===== src/rtl/uart_tx_arbiter.sv =====
`default_nettype none
// ============================================================================
// Module     : uart_tx_arbiter
// Description: Shares a single UartTx between NREQ byte producers. The block
//              arbitrates round-robin, lets a requester hold the grant for a
//              bounded burst, issues the one-cycle Start pulse, and watches
//              for a UartTx that never leaves the complete state.
// Revision   : 1.0 - initial release
// ============================================================================
module uart_tx_arbiter #(
    parameter int NREQ      = 4,
    parameter int BURST_MAX = 16,
    parameter int BUSY_TO   = 8
) (
    input  logic                    clk,
    input  logic                    rst_n,
    input  logic [NREQ-1:0]         req_valid,
    input  logic [8*NREQ-1:0]       req_data,
    input  logic [NREQ-1:0]         req_lock,
    output logic [NREQ-1:0]         req_ready,
    output logic [7:0]              tx_DataByte,
    output logic                    tx_Start,
    input  logic                    tx_fComplete,
    output logic [$clog2(NREQ)-1:0] grant_id,
    output logic                    busy,
    output logic                    err_stall,
    input  logic                    err_clr
);

    localparam int IDW = $clog2(NREQ);

    // Highest legal requester index; the pointer wraps to zero after it.
    localparam logic [IDW-1:0] c_last_id    = IDW'(NREQ - 1);
    // A locked grant may be extended while fewer than BURST_MAX-1 extra
    // bytes have been sent, giving at most BURST_MAX frames per grant.
    localparam logic [7:0]     c_burst_last = 8'(BURST_MAX - 1);
    // The stall fires on the cycle the incremented count reaches BUSY_TO-1,
    // i.e. when the current count equals BUSY_TO-2.
    localparam logic [7:0]     c_to_stall   = 8'(BUSY_TO - 2);

    typedef enum logic [1:0] {
        ST_IDLE      = 2'd0,
        ST_ISSUE     = 2'd1,
        ST_WAIT_BUSY = 2'd2,
        ST_WAIT_DONE = 2'd3
    } state_t;

    state_t          r_state;
    state_t          w_state_nxt;
    logic [IDW-1:0]  r_rr_ptr;
    logic [IDW-1:0]  w_rr_ptr_nxt;
    logic [7:0]      r_burst_cnt;
    logic [7:0]      w_burst_cnt_nxt;
    logic [7:0]      r_to_cnt;
    logic [7:0]      w_to_cnt_nxt;
    logic [7:0]      r_tx_data;
    logic [7:0]      w_tx_data_nxt;
    logic [IDW-1:0]  r_grant_id;
    logic [IDW-1:0]  w_grant_id_nxt;
    logic            r_tx_start;
    logic            w_tx_start_nxt;
    logic [NREQ-1:0] r_req_ready;
    logic [NREQ-1:0] w_req_ready_nxt;
    logic            r_busy;
    logic            r_err_stall;
    logic            w_stall_set;

    logic [7:0]      w_req_bytes [NREQ];
    logic            w_found;
    logic [IDW-1:0]  w_win;
    logic [IDW-1:0]  w_grant_inc;

    // Split the flat data bus into one byte per requester.
    genvar gi;
    generate
        for (gi = 0; gi < NREQ; gi++) begin : g_unpack
            assign w_req_bytes[gi] = req_data[8*gi +: 8];
        end
    endgenerate

    // Rotation successor of the current grant, wrapping at NREQ-1.
    assign w_grant_inc = (r_grant_id == c_last_id) ? '0 : r_grant_id + IDW'(1);

    // Round-robin search: first valid requester at or after the pointer.
    always_comb begin
        int v_idx;
        w_found = 1'b0;
        w_win   = '0;
        v_idx   = 0;
        for (int k = 0; k < NREQ; k++) begin
            v_idx = int'(r_rr_ptr) + k;
            if (v_idx >= NREQ) begin
                v_idx = v_idx - NREQ;
            end
            if (!w_found && req_valid[v_idx[IDW-1:0]]) begin
                w_found = 1'b1;
                w_win   = v_idx[IDW-1:0];
            end
        end
    end

    // Next-state and next-output logic of the issue sequencer.
    always_comb begin
        w_state_nxt     = r_state;
        w_rr_ptr_nxt    = r_rr_ptr;
        w_burst_cnt_nxt = r_burst_cnt;
        w_to_cnt_nxt    = r_to_cnt;
        w_tx_data_nxt   = r_tx_data;
        w_grant_id_nxt  = r_grant_id;
        w_tx_start_nxt  = 1'b0;
        w_req_ready_nxt = '0;
        w_stall_set     = 1'b0;

        case (r_state)
            ST_IDLE: begin
                // Never start while UartTx is still busy; this also protects
                // a frame that was in flight across a reset.
                if (tx_fComplete && w_found) begin
                    w_tx_data_nxt          = w_req_bytes[w_win];
                    w_grant_id_nxt         = w_win;
                    w_burst_cnt_nxt        = '0;
                    w_tx_start_nxt         = 1'b1;
                    w_req_ready_nxt[w_win] = 1'b1;
                    w_state_nxt            = ST_ISSUE;
                end
            end

            ST_ISSUE: begin
                w_to_cnt_nxt = '0;
                w_state_nxt  = ST_WAIT_BUSY;
            end

            ST_WAIT_BUSY: begin
                if (!tx_fComplete) begin
                    w_state_nxt = ST_WAIT_DONE;
                end else if (r_to_cnt == c_to_stall) begin
                    // UartTx never acknowledged the Start; drop the byte and
                    // move on so one dead transmitter cannot hang producers.
                    w_stall_set  = 1'b1;
                    w_rr_ptr_nxt = w_grant_inc;
                    w_state_nxt  = ST_IDLE;
                end else begin
                    w_to_cnt_nxt = r_to_cnt + 8'd1;
                end
            end

            ST_WAIT_DONE: begin
                if (tx_fComplete) begin
                    if (req_lock[r_grant_id] && req_valid[r_grant_id] &&
                        (r_burst_cnt < c_burst_last)) begin
                        w_burst_cnt_nxt             = r_burst_cnt + 8'd1;
                        w_tx_data_nxt               = w_req_bytes[r_grant_id];
                        w_tx_start_nxt              = 1'b1;
                        w_req_ready_nxt[r_grant_id] = 1'b1;
                        w_state_nxt                 = ST_ISSUE;
                    end else begin
                        w_rr_ptr_nxt = w_grant_inc;
                        w_state_nxt  = ST_IDLE;
                    end
                end
            end

            default: begin
                w_state_nxt = ST_IDLE;
            end
        endcase
    end

    // State, counters and registered outputs.
    always_ff @(posedge clk or negedge rst_n) begin
        if (!rst_n) begin
            r_state     <= ST_IDLE;
            r_rr_ptr    <= '0;
            r_burst_cnt <= '0;
            r_to_cnt    <= '0;
            r_tx_data   <= '0;
            r_grant_id  <= '0;
            r_tx_start  <= 1'b0;
            r_req_ready <= '0;
            r_busy      <= 1'b0;
        end else begin
            r_state     <= w_state_nxt;
            r_rr_ptr    <= w_rr_ptr_nxt;
            r_burst_cnt <= w_burst_cnt_nxt;
            r_to_cnt    <= w_to_cnt_nxt;
            r_tx_data   <= w_tx_data_nxt;
            r_grant_id  <= w_grant_id_nxt;
            r_tx_start  <= w_tx_start_nxt;
            r_req_ready <= w_req_ready_nxt;
            r_busy      <= (w_state_nxt != ST_IDLE);
        end
    end

    // Sticky stall flag; a new stall wins over a simultaneous clear.
    always_ff @(posedge clk or negedge rst_n) begin
        if (!rst_n) begin
            r_err_stall <= 1'b0;
        end else if (w_stall_set) begin
            r_err_stall <= 1'b1;
        end else if (err_clr) begin
            r_err_stall <= 1'b0;
        end
    end

    assign req_ready   = r_req_ready;
    assign tx_DataByte = r_tx_data;
    assign tx_Start    = r_tx_start;
    assign grant_id    = r_grant_id;
    assign busy        = r_busy;
    assign err_stall   = r_err_stall;

endmodule
`default_nettype wire

===== config.mk =====
export PLATFORM = sky130hd
export DESIGN_NAME = uart_tx_arbiter
export DESIGN_NICKNAME = d
export VERILOG_FILES = /design/src/rtl/uart_tx_arbiter.sv
export SDC_FILE = /design/constraint.sdc
export NUM_CORES = 1
export LEC_CHECK = 0
export ABC_AREA = 1
export ABC_CLOCK_PERIOD_IN_PS = 2800
export CORE_UTILIZATION = 52
export DETAILED_ROUTE_END_ITERATION = 8
export HOLD_SLACK_MARGIN = 0.03
export PLACE_DENSITY = 0.81
export REMOVE_ABC_BUFFERS = 1
export SLEW_MARGIN = 15
export SYNTH_ARGS = -nofsm -noshare
export SYNTH_HDL_FRONTEND = slang
export SYNTH_SLANG_ARGS = --single-unit

===== constraint.sdc =====
create_clock -name clk -period 2.8 [get_ports clk]
set_clock_uncertainty 0.1 [all_clocks]
set_input_delay 0.84 -clock clk [delete_from_list [all_inputs] [get_ports clk]]
set_output_delay 0.84 -clock clk [all_outputs]
set_load 0.02 [all_outputs]

==> impl_results.md, run 1 <==
* Status: complete, no violations
* Post-DRT Antenna Nets at 0
* Avg WL per Cell at around 13 um
* CP Class: input port to register
* H-tree level count at 2
* Placer congestion estimate at between 0.8 and 0.9
* N_diodes at 0
* Final hold vios at 0
* Post-CTS Setup Inserts at 0
* Area Overhead vs Synth at 28.3%
* Vias at roughly 3,000
* Die height at 76.4 um
* PortBufs at 60
* Post-layout min period at between 2000 and 3000 ps
* Fmax at approximately 0.39 GHz
* Critical Path Fanout Max at 18
* All-Layer GR Usage at a little over a quarter
* Vias in the first global route at 2,756
* Worst-margin pin slew at just over 800 ps
* CP Cell Sequence: clkdlybuf4s50_1, inv_1, nand2_1, nand3_1, nand2_1, inv_1, nand3b_1, nand2_2, nand2_2, nand2_4, buf_4, o31ai_1
* Synthesized netlist cell count at around 440
* Final net count at about 560
* Final instance area at ~3700 um^2
* Ports at approximately 60
* Dpl cell area at about 3600 um^2
* CTS resizes at 0
* DP Wirelength at roughly 5.5 mm
* Fill count at ~440
* Main combinational cell family by area after synthesis: simple AND/OR/NAND/NOR gates
* Clock slew at reported path FFs at ~70 ps
* Post-CTS Hold Fix Bufs at 0
* Post-synth top area share at ~32%
* Via-to-Cell Ratio at 5.26
* Die W at ~76 um
* Top cells by area, synth: dfrtp_1 (32%), nand2_1 (14%), nand3_1 (11%)
* Initial Util at a little under three fifths
* Mux contribution to synthesized area at 0%
* Drt pass-1 iters at 5
* Synth cell types at 33
* CTS Sinks at 37
* Max-cap violations at 0
* TritonCTS clock tree: built
* Crit path launch type: input port
* FP Rows at 26
* Core area at 5200 um^2
* CP arrival at about 2600 ps
* Avg Cell Area, Syn at 6.61 um^2
* Adder-cell area share of the yosys netlist at under 10%
* Sequential-to-total area share from yosys stat at approximately 32%
* Area occupied by multi-input gates at about 1500 um^2
* Worst Setup End Kind: register
* Tot Pwr at around 3.8 mW
* CP max-delay cell: clkdlybuf4s50_1
* Final setup fails at 0
* # DRC at 0
* Ys Warns at 0
* R2R Setup Slk at 600 ps
* Worst-Skew Late Latency at ~290 ps
* Synth Area in XOR/XNOR at less than 1%
* Required @ worst endpoint at 2890 ps
* Layout cells sized above 1 at between 10% and 20%
* Synth Area in Compound Gates at about an eighth
* P per Cell Area at 1040 nW/um^2
* VDD IR max at between 0.0007 and 0.0008 V
* Bufs on Longest Clock Path at 2
* Grt ovf at 0
* Relative slew slack at between 40% and 50%
* Fin crit share at approximately nine tenths
* Number of synthesized register bits at 37
* Clock root buffer: clkbuf_8
* Post-Syn Area at roughly 2900 um^2
* Initial antenna violation count at 0
* Worst path max stage delay at ~500 ps
* # placed instances at 567
* Post-Synth Simple-Gate Area at a little over a third
* RSZ-0062 raised after global routing: false
* Cell taking the most area after synthesis: dfrtp_1
* Hold Crit Class: register to register
* Largest net degree at the start of global routing at 38
* P_leak at between 1.5 and 2 nW
* Sequential standard cell area at 926 um^2
* Inserted Clock Buffers at 5
* Initial DRC Count at between 200 and 250
* Fin cells at 575
* Routed WL at ~7.4 mm
* Die area at between 5000 and 6000 um^2
* Slew Viols, Final at 0
* First-pass GRT wire length at 12.5 mm
area by class of cell:
cell class                      instances  share of cell area, %
Inverter                               81                   8.24
Clock buffer                            6                   1.97
Multi-Input combinational cell        300                   41.7
Clock inverter                          2                  0.271
Timing Repair Buffer                   79                   20.3
Sequential cell                        37                   25.1
Tap cell                               70                   2.37
sequential cells by signal, indices dropped and copies added, names as in the netlist:
register     count
busy             1
err_stall        1
grant_id         2
r_burst_cnt      8
r_rr_ptr         2
r_state          2
r_to_cnt         8
req_ready        4
tx_DataByte      8
tx_Start         1
synthesized netlist by cell type:
library cell / number
nor2_2: 3
nand3b_1: 1
buf_2: 3
ha_1: 11
xor2_1: 2
clkinv_1: 1
xnor2_1: 1
clkbuf_2: 1
clkbuf_1: 7
nand2_2: 10
a221oi_1: 3
nor3_1: 5
o21ai_2: 2
o21ai_0: 27
nor2_4: 1
o21ai_1: 5
buf_6: 2
buf_4: 3
buf_8: 1
nand2_4: 3
inv_2: 3
nor4_1: 1
nand3_2: 3
o21a_1: 1
nor2_1: 17
o22ai_1: 2
o31ai_1: 3
nand2_1: 105
inv_1: 77
nand4_1: 5
nand3_1: 63
dfrtp_1: 37
a21oi_1: 26
cell families after synthesis:
kind of cell / count (synthesis)
xor gates and xnor gates: 3
buffers and inverters: 98
adders and majority gates: 11
DFF: 37
AOI/OAI and AO/OA: 69
and+or+nand+nor: 217
metrics by stage:
| stage | hold slack, ps | util [%] | setup TNS, ps | setup WS [ps] |
|---|---|---|---|---|
| 5_1_grt | 437 | 70.9 | 0 | 31.3 |
| 3_3_place_gp | 380 | 69.3 | 0 | 47.0 |
| 4_1_cts | 395 | 70.9 | 0 | 279 |
| 6_report | 392 | 70.9 | 0 | 264 |
| 3_5_place_dp | 380 | 69.3 | -15.3 | -12.4 |
| 2_1_floorplan | 360 | - | 0 | 470 |
path summary, 6_finish.rpt:
path,from,end,cells after the start
max in group asynchronous,rst_n,r_burst_cnt[7],1
worst max register to register,r_rr_ptr[0],r_burst_cnt[0],12
worst min-delay path,r_burst_cnt[4],r_burst_cnt[4],2
worst min register to register,r_burst_cnt[4],r_burst_cnt[4],2
min in group asynchronous,rst_n,r_rr_ptr[1],1
worst max-delay path,req_valid[0],r_burst_cnt[3],12
metal layers:
layer	wire length [um]	vias up	global-route usage, %	part of all wire [%]
li1	-	1524	-	-
met1	3250	1365	35.0	44
met2	3610	124	44.2	49
met3	421	11	4.07	5.7
met4	104	0	7.50	1.4
met5	0	-	0	0
critical path: cells and delay by family:
| family | cells | cell delay, ps |
|---|---|---|
| AND/OR/NAND/NOR | 7 | 720 |
| AO/OA/AOI/OAI | 1 | 210 |
| buffers and inverters | 4 | 850 |
placed cells by master, fill, tap and decap left out, types with 11 or more instances in the layout:
| cell | netlist | final |
|---|---|---|
| buf_4 | 3 | 18 |
| a21oi_1 | 26 | 26 |
| nor2_1 | 17 | 17 |
| nand3_1 | 63 | 63 |
| nand2_1 | 105 | 105 |
| clkdlybuf4s50_1 | 0 | 59 |
| inv_1 | 77 | 77 |
| dfrtp_1 | 37 | 37 |
| ha_1 | 11 | 11 |
| o21ai_0 | 27 | 27 |
power breakdown:
part | total (mW) | internal, mW | switching, mW
registers | 0.834 | 0.683 | 0.151
clock network | 0.364 | 0.173 | 0.192
logic | 2.65 | 1.04 | 1.61
No activity file was read; power rests on OpenSTA's default activity.
==> run 2: changes to the inputs <==
--- a/config.mk
+++ b/config.mk
@@ -7,10 +7,11 @@
 export LEC_CHECK = 0
 export ABC_AREA = 1
 export ABC_CLOCK_PERIOD_IN_PS = 2800
-export CORE_UTILIZATION = 52
+export CAP_MARGIN = 5
+export CORE_UTILIZATION = 40
 export DETAILED_ROUTE_END_ITERATION = 8
 export HOLD_SLACK_MARGIN = 0.03
-export PLACE_DENSITY = 0.81
+export PLACE_DENSITY = 0.65
 export REMOVE_ABC_BUFFERS = 1
 export SLEW_MARGIN = 15
 export SYNTH_ARGS = -nofsm -noshare
==> run 2 against run 1 <==
Effect of this change: flip-flop and latch count is the same; count of clock-buffer cells in the layout shrank 1; maximum frequency grew 0.24%; via count shrank 0.33%; largest power group unchanged; final cell count grew 3.8%; setup slack gained 6.1 ps; clock power grew 25%; non-clock buffer count shrank 3; die area grew 29%; combinational power shrank 2%.
==> impl_results.md, run 2 (synthesized netlist as in run 1, its figures left out) <==
* Initial DRC Count at between 100 and 150
* Core area at approximately 6900 um^2
* CP max-delay cell: clkdlybuf4s50_1
* RSZ-0062 raised after global routing: false
* VDD IR max at around 0.0005 V
* Fmax at approximately 0.40 GHz
* # DRC at 0
* Drt pass-1 iters at 4
* P_leak at between 1.5 and 2 nW
* Post-CTS Setup Inserts at 0
* Crit path launch type: register
* Final setup fails at 0
* Bufs on Longest Clock Path at 2
* Sequential standard cell area at a little over 900 um^2
* DP Wirelength at between 5 and 6 mm
* Clock slew at reported path FFs at ~80 ps
* Avg WL per Cell at between 10 and 15 um
* Vias in the first global route at 2,864
* Worst Setup End Kind: primary output
* CP delay by family, top: buffers and inverters
* Post-DRT Antenna Nets at 0
* Routed WL at roughly 7.4 mm
* Initial Util at a little over two fifths
* All-Layer GR Usage at 21.8%
* Largest net degree at the start of global routing at 38
* Fin cells at between 500 and 600
* Status: complete, no violations
* FP Rows at 30
* Tot Pwr at about 3.9 mW
* Layout cells sized above 1 at 9.78%
* # placed instances at 590
* CP arrival at roughly 1600 ps
* Vias at between 3,000 and 4,000
* Max-cap violations at 0
* CTS resizes at 0
* Worst path max stage delay at 690 ps
* CP Class: register to primary output
* H-tree level count at 2
* Initial antenna violation count at 0
* Fin crit share at between 90% and 100%
* Area Overhead vs Synth at 29.8%
* TritonCTS clock tree: built
* Post-CTS Hold Fix Bufs at 0
* Clock root buffer: clkbuf_8
* Most common cell after layout, fill and taps aside: nand2_1
* CTS Sinks at 37
* Grt ovf at 0
* CP Cell Sequence: clkdlybuf4s50_1
* Ports at 61
* Worst-Skew Late Latency at ~290 ps
* Die area at 7530 um^2
* Critical Path Fanout Max at 14
* First-pass GRT wire length at around 13 mm
* Placer congestion estimate at 0.864
* Area occupied by multi-input gates at 1540 um^2
* Inserted Clock Buffers at 5
* PortBufs at 60
* Relative slew slack at between 40% and 50%
* Die W at approximately 87 um
* GR peak layer: met2
* Post-layout min period at about 2500 ps
* Most frequent cells in the layout: nand2_1 (105), inv_1 (77), nand3_1 (63), clkdlybuf4s50_1 (59), dfrtp_1 (37)
* GRT met2 Usage at a little under two fifths
* WP buf/inv at 1
* N_diodes at 0
* Final net count at around 560
* P per Cell Area at 1050 nW/um^2
* Required @ worst endpoint at between 1500 and 2000 ps
* Met3 GRT Util at under 10%
* Worst-margin pin slew at about 850 ps
* Final hold vios at 0
* Fill count at just under 700
* Slew Viols, Final at 0
* Hold Crit Class: register to register
* GR Util met1 at around 28%
* Die height at 86.8 um
* Via-to-Cell Ratio at approximately 5.0
==> run 2: layout make-up <==
class,instances,area share (%)
multi-input combinational,300,41.2
sequential,37,24.8
timing repair buffer,76,19.8
inverter,81,8.14
tap,96,3.22
clock buffer,5,1.84
clock inverter,2,0.938
==> run 2: final timing paths <==
path,end,slack (ps),start,cells after the start
hold reg to reg,r_burst_cnt[6],390,r_burst_cnt[6],2
setup reg to reg,r_burst_cnt[4],480,r_rr_ptr[0],13
hold / removal,r_burst_cnt[6],390,r_burst_cnt[6],2
max in group asynchronous,r_burst_cnt[2],1510,rst_n,1
min in group asynchronous,r_to_cnt[0],550,rst_n,1
setup / recovery,grant_id[0],270,grant_id[0],1
==> run 2: routing by layer <==
metal	share of wire (%)	routed length (um)	vias up
met4	2.3	171	0
met2	48	3540	94
met3	6.2	457	16
met5	0	0	-
li1	-	-	1519
met1	44	3220	1385
==> run 2: metrics by stage <==
stage	TNS, ps	setup slack, ps	instance area [um^2]	hold slack, ps	util, %
global placement	0	23.6	3630	374	52.9
global route	0	75.7	3730	437	54.4
floorplan	0	470	2770	360	-
detailed placement	-123	-34.7	3630	383	52.9
finish	0	270	3730	391	54.4
CTS	0	261	3730	401	54.4
==> run 2: power by group <==
group          switching [mW]  internal (mW)
Combinational            1.58           1.03
Sequential              0.159          0.683
Clock                   0.196          0.259
Total                    1.94           1.97
==> run 3: changes to the inputs <==
--- a/config.mk
+++ b/config.mk
@@ -8,11 +8,11 @@
 export ABC_AREA = 1
 export ABC_CLOCK_PERIOD_IN_PS = 2800
 export CAP_MARGIN = 5
+export CORE_ASPECT_RATIO = 0.6
 export CORE_UTILIZATION = 40
 export DETAILED_ROUTE_END_ITERATION = 8
 export HOLD_SLACK_MARGIN = 0.03
 export PLACE_DENSITY = 0.65
-export REMOVE_ABC_BUFFERS = 1
 export SLEW_MARGIN = 15
 export SYNTH_ARGS = -nofsm -noshare
 export SYNTH_HDL_FRONTEND = slang
==> run 3 against run 2 <==
Effect of this change: the run now ends with design-rule violations left; final cell count shrank 1.5%; design area grew 1.1%; utilization grew 0.98 points; worst hold slack lost 3.7 ps; global-route usage grew 0.45 points; sequential share of layout area shrank 0.26 points; maximum frequency shrank 2.4%; first-iteration DRC count grew 63%; combinational power grew 3%; via count shrank 2.1%.
==> impl_results.md, run 3 (synthesized netlist as in run 1, its figures left out) <==
* Status: complete, but fails checks
* Failing checks: design-rule violations
* Ports at ~60
* Critical Path Fanout Max at 23
* PortBufs at 60
* Die height at slightly below 70 um
* Slew Viols, Final at 0
* RSZ-0062 raised after global routing: false
* Fin Hold WS at 387 ps
* Fin cells at slightly below 600
* Avg WL per Cell at 13.3 um
* CP Launch Point: req_valid[1]
* Post-DRT Antenna Nets at 0
* Most common cell after layout, fill and taps aside: nand2_1
* Setup tns final at 0 ps
* Area Overhead vs Synth at 31.2%
* Initial Util at a little over two fifths
* Most frequent cells in the layout: nand2_1 (105), inv_1 (77), nand3_1 (63), clkdlybuf4s50_1 (59), dfrtp_1 (37)
* Post-CTS Hold Fix Bufs at 0
* Die W at 111 um
* Final hold vios at 0
* # placed instances at about 580
* Worst Setup End Kind: register
* P per Cell Area at around 1100 nW/um^2
* Initial antenna violation count at 0
* CTS resizes at 0
* Post-CTS Setup Inserts at 0
* Worst-Skew Late Latency at roughly 270 ps
* Post-layout min period at 2590 ps
* Max-cap violations at 0
* First-pass GRT wire length at approximately 13 mm
* Relative slew slack at between 40% and 50%
* All-Layer GR Usage at between 20% and 30%
* Largest net degree at the start of global routing at 38
* Vias in the first global route at ~2,800
* Worst r2r src: r_rr_ptr[0]
* Routed WL at slightly below 8 mm
* Inserted Clock Buffers at 5
* CP arrival at 2700 ps
* FP Rows at 23
* Initial DRC Count at roughly 180
* Crit path launch type: input port
* Vias at roughly 3,000
* Final net count at around 560
* Layout cells sized above 1 at 9.58%
* Core area at between 6000 and 7000 um^2
* Worst-margin pin slew at between 800 and 900 ps
* P_leak at 1.91 nW
* Bufs on Longest Clock Path at 2
* DP Wirelength at just under 6 mm
* Tot Pwr at between 4 and 5 mW
* Via-to-Cell Ratio at between 5 and 6
* Fill count at between 600 and 700
* N_diodes at 0
* Grt ovf at 0
* Hold Path Origin: r_burst_cnt[7]
* TritonCTS clock tree: built
* Clock root buffer: clkbuf_16
* Syn_nets at about 500
* CTS Sinks at 37
* Required @ worst endpoint at 2900 ps
* Post-route setup slack at ~210 ps
* Fmax at between 0.3 and 0.4 GHz
* Drt pass-1 iters at 6
* CP Class: input port to register
* Final setup fails at 0
* VDD IR max at between 0.0004 and 0.0005 V
* # DRC at 4
* H-tree level count at 2
* Placer congestion estimate at 0.907
* Fin crit share at between 90 and 100%
* Clock slew at reported path FFs at about 60 ps
* Hold Crit Class: register to register
* Die area at 7550 um^2
* Worst slack at placement at -62.6 ps
-- run 3: layer usage --
| metal | share of wire (%) | GRT usage [%] |
|---|---|---|
| met1 | 52 | 32.7 |
| met2 | 40 | 34.1 |
| met3 | 6.2 | 4.13 |
| met4 | 0.85 | 4.22 |
| met5 | 0 | 0 |
-- run 3: worst paths after layout --
kind                       cells after the start        endpoint  slack [ps]
max                                           13  r_burst_cnt[6]         210
min                                            2  r_burst_cnt[7]         390
max reg2reg                                   13  r_burst_cnt[6]         420
min reg2reg                                    2  r_burst_cnt[7]         390
max in group asynchronous                      1  r_burst_cnt[4]        1480
min in group asynchronous                      1       err_stall         580
-- run 3: through the flow --
step / area [um^2] / utilization, %
detailed placement: 3630 / 53.3
global route: 3770 / 55.3
finish: 3770 / 55.3
floorplan: 2880 / -
global placement: 3630 / 53.3
CTS: 3770 / 55.3
-- run 3: area by class of cell --
type	count	area, um^2	area share (%)
repair buffers	76	753	20.0
multi-input cells	300	1540	40.8
well taps	87	109	2.88
flip-flops and latches	37	926	24.5
inverters	81	304	8.05
clock buffers	7	143	3.78
-- run 3: critical path, cell delays in order --
cell	delay, ps
clkdlybuf4s50_1	440
inv_1	110
nand2_2	60
nand3_2	110
nand2_2	80
nor2_4	150
nand3b_1	130
nand2_2	110
nand2_2	90
nand2_4	220
inv_1	100
buf_4	150
nor2_1	100
-- run 3: report_power, final --
part / switching [mW] / internal, mW / total [mW]
Sequential: 0.152 / 0.684 / 0.836
Clock: 0.203 / 0.349 / 0.552
Combinational: 1.63 / 1.07 / 2.69
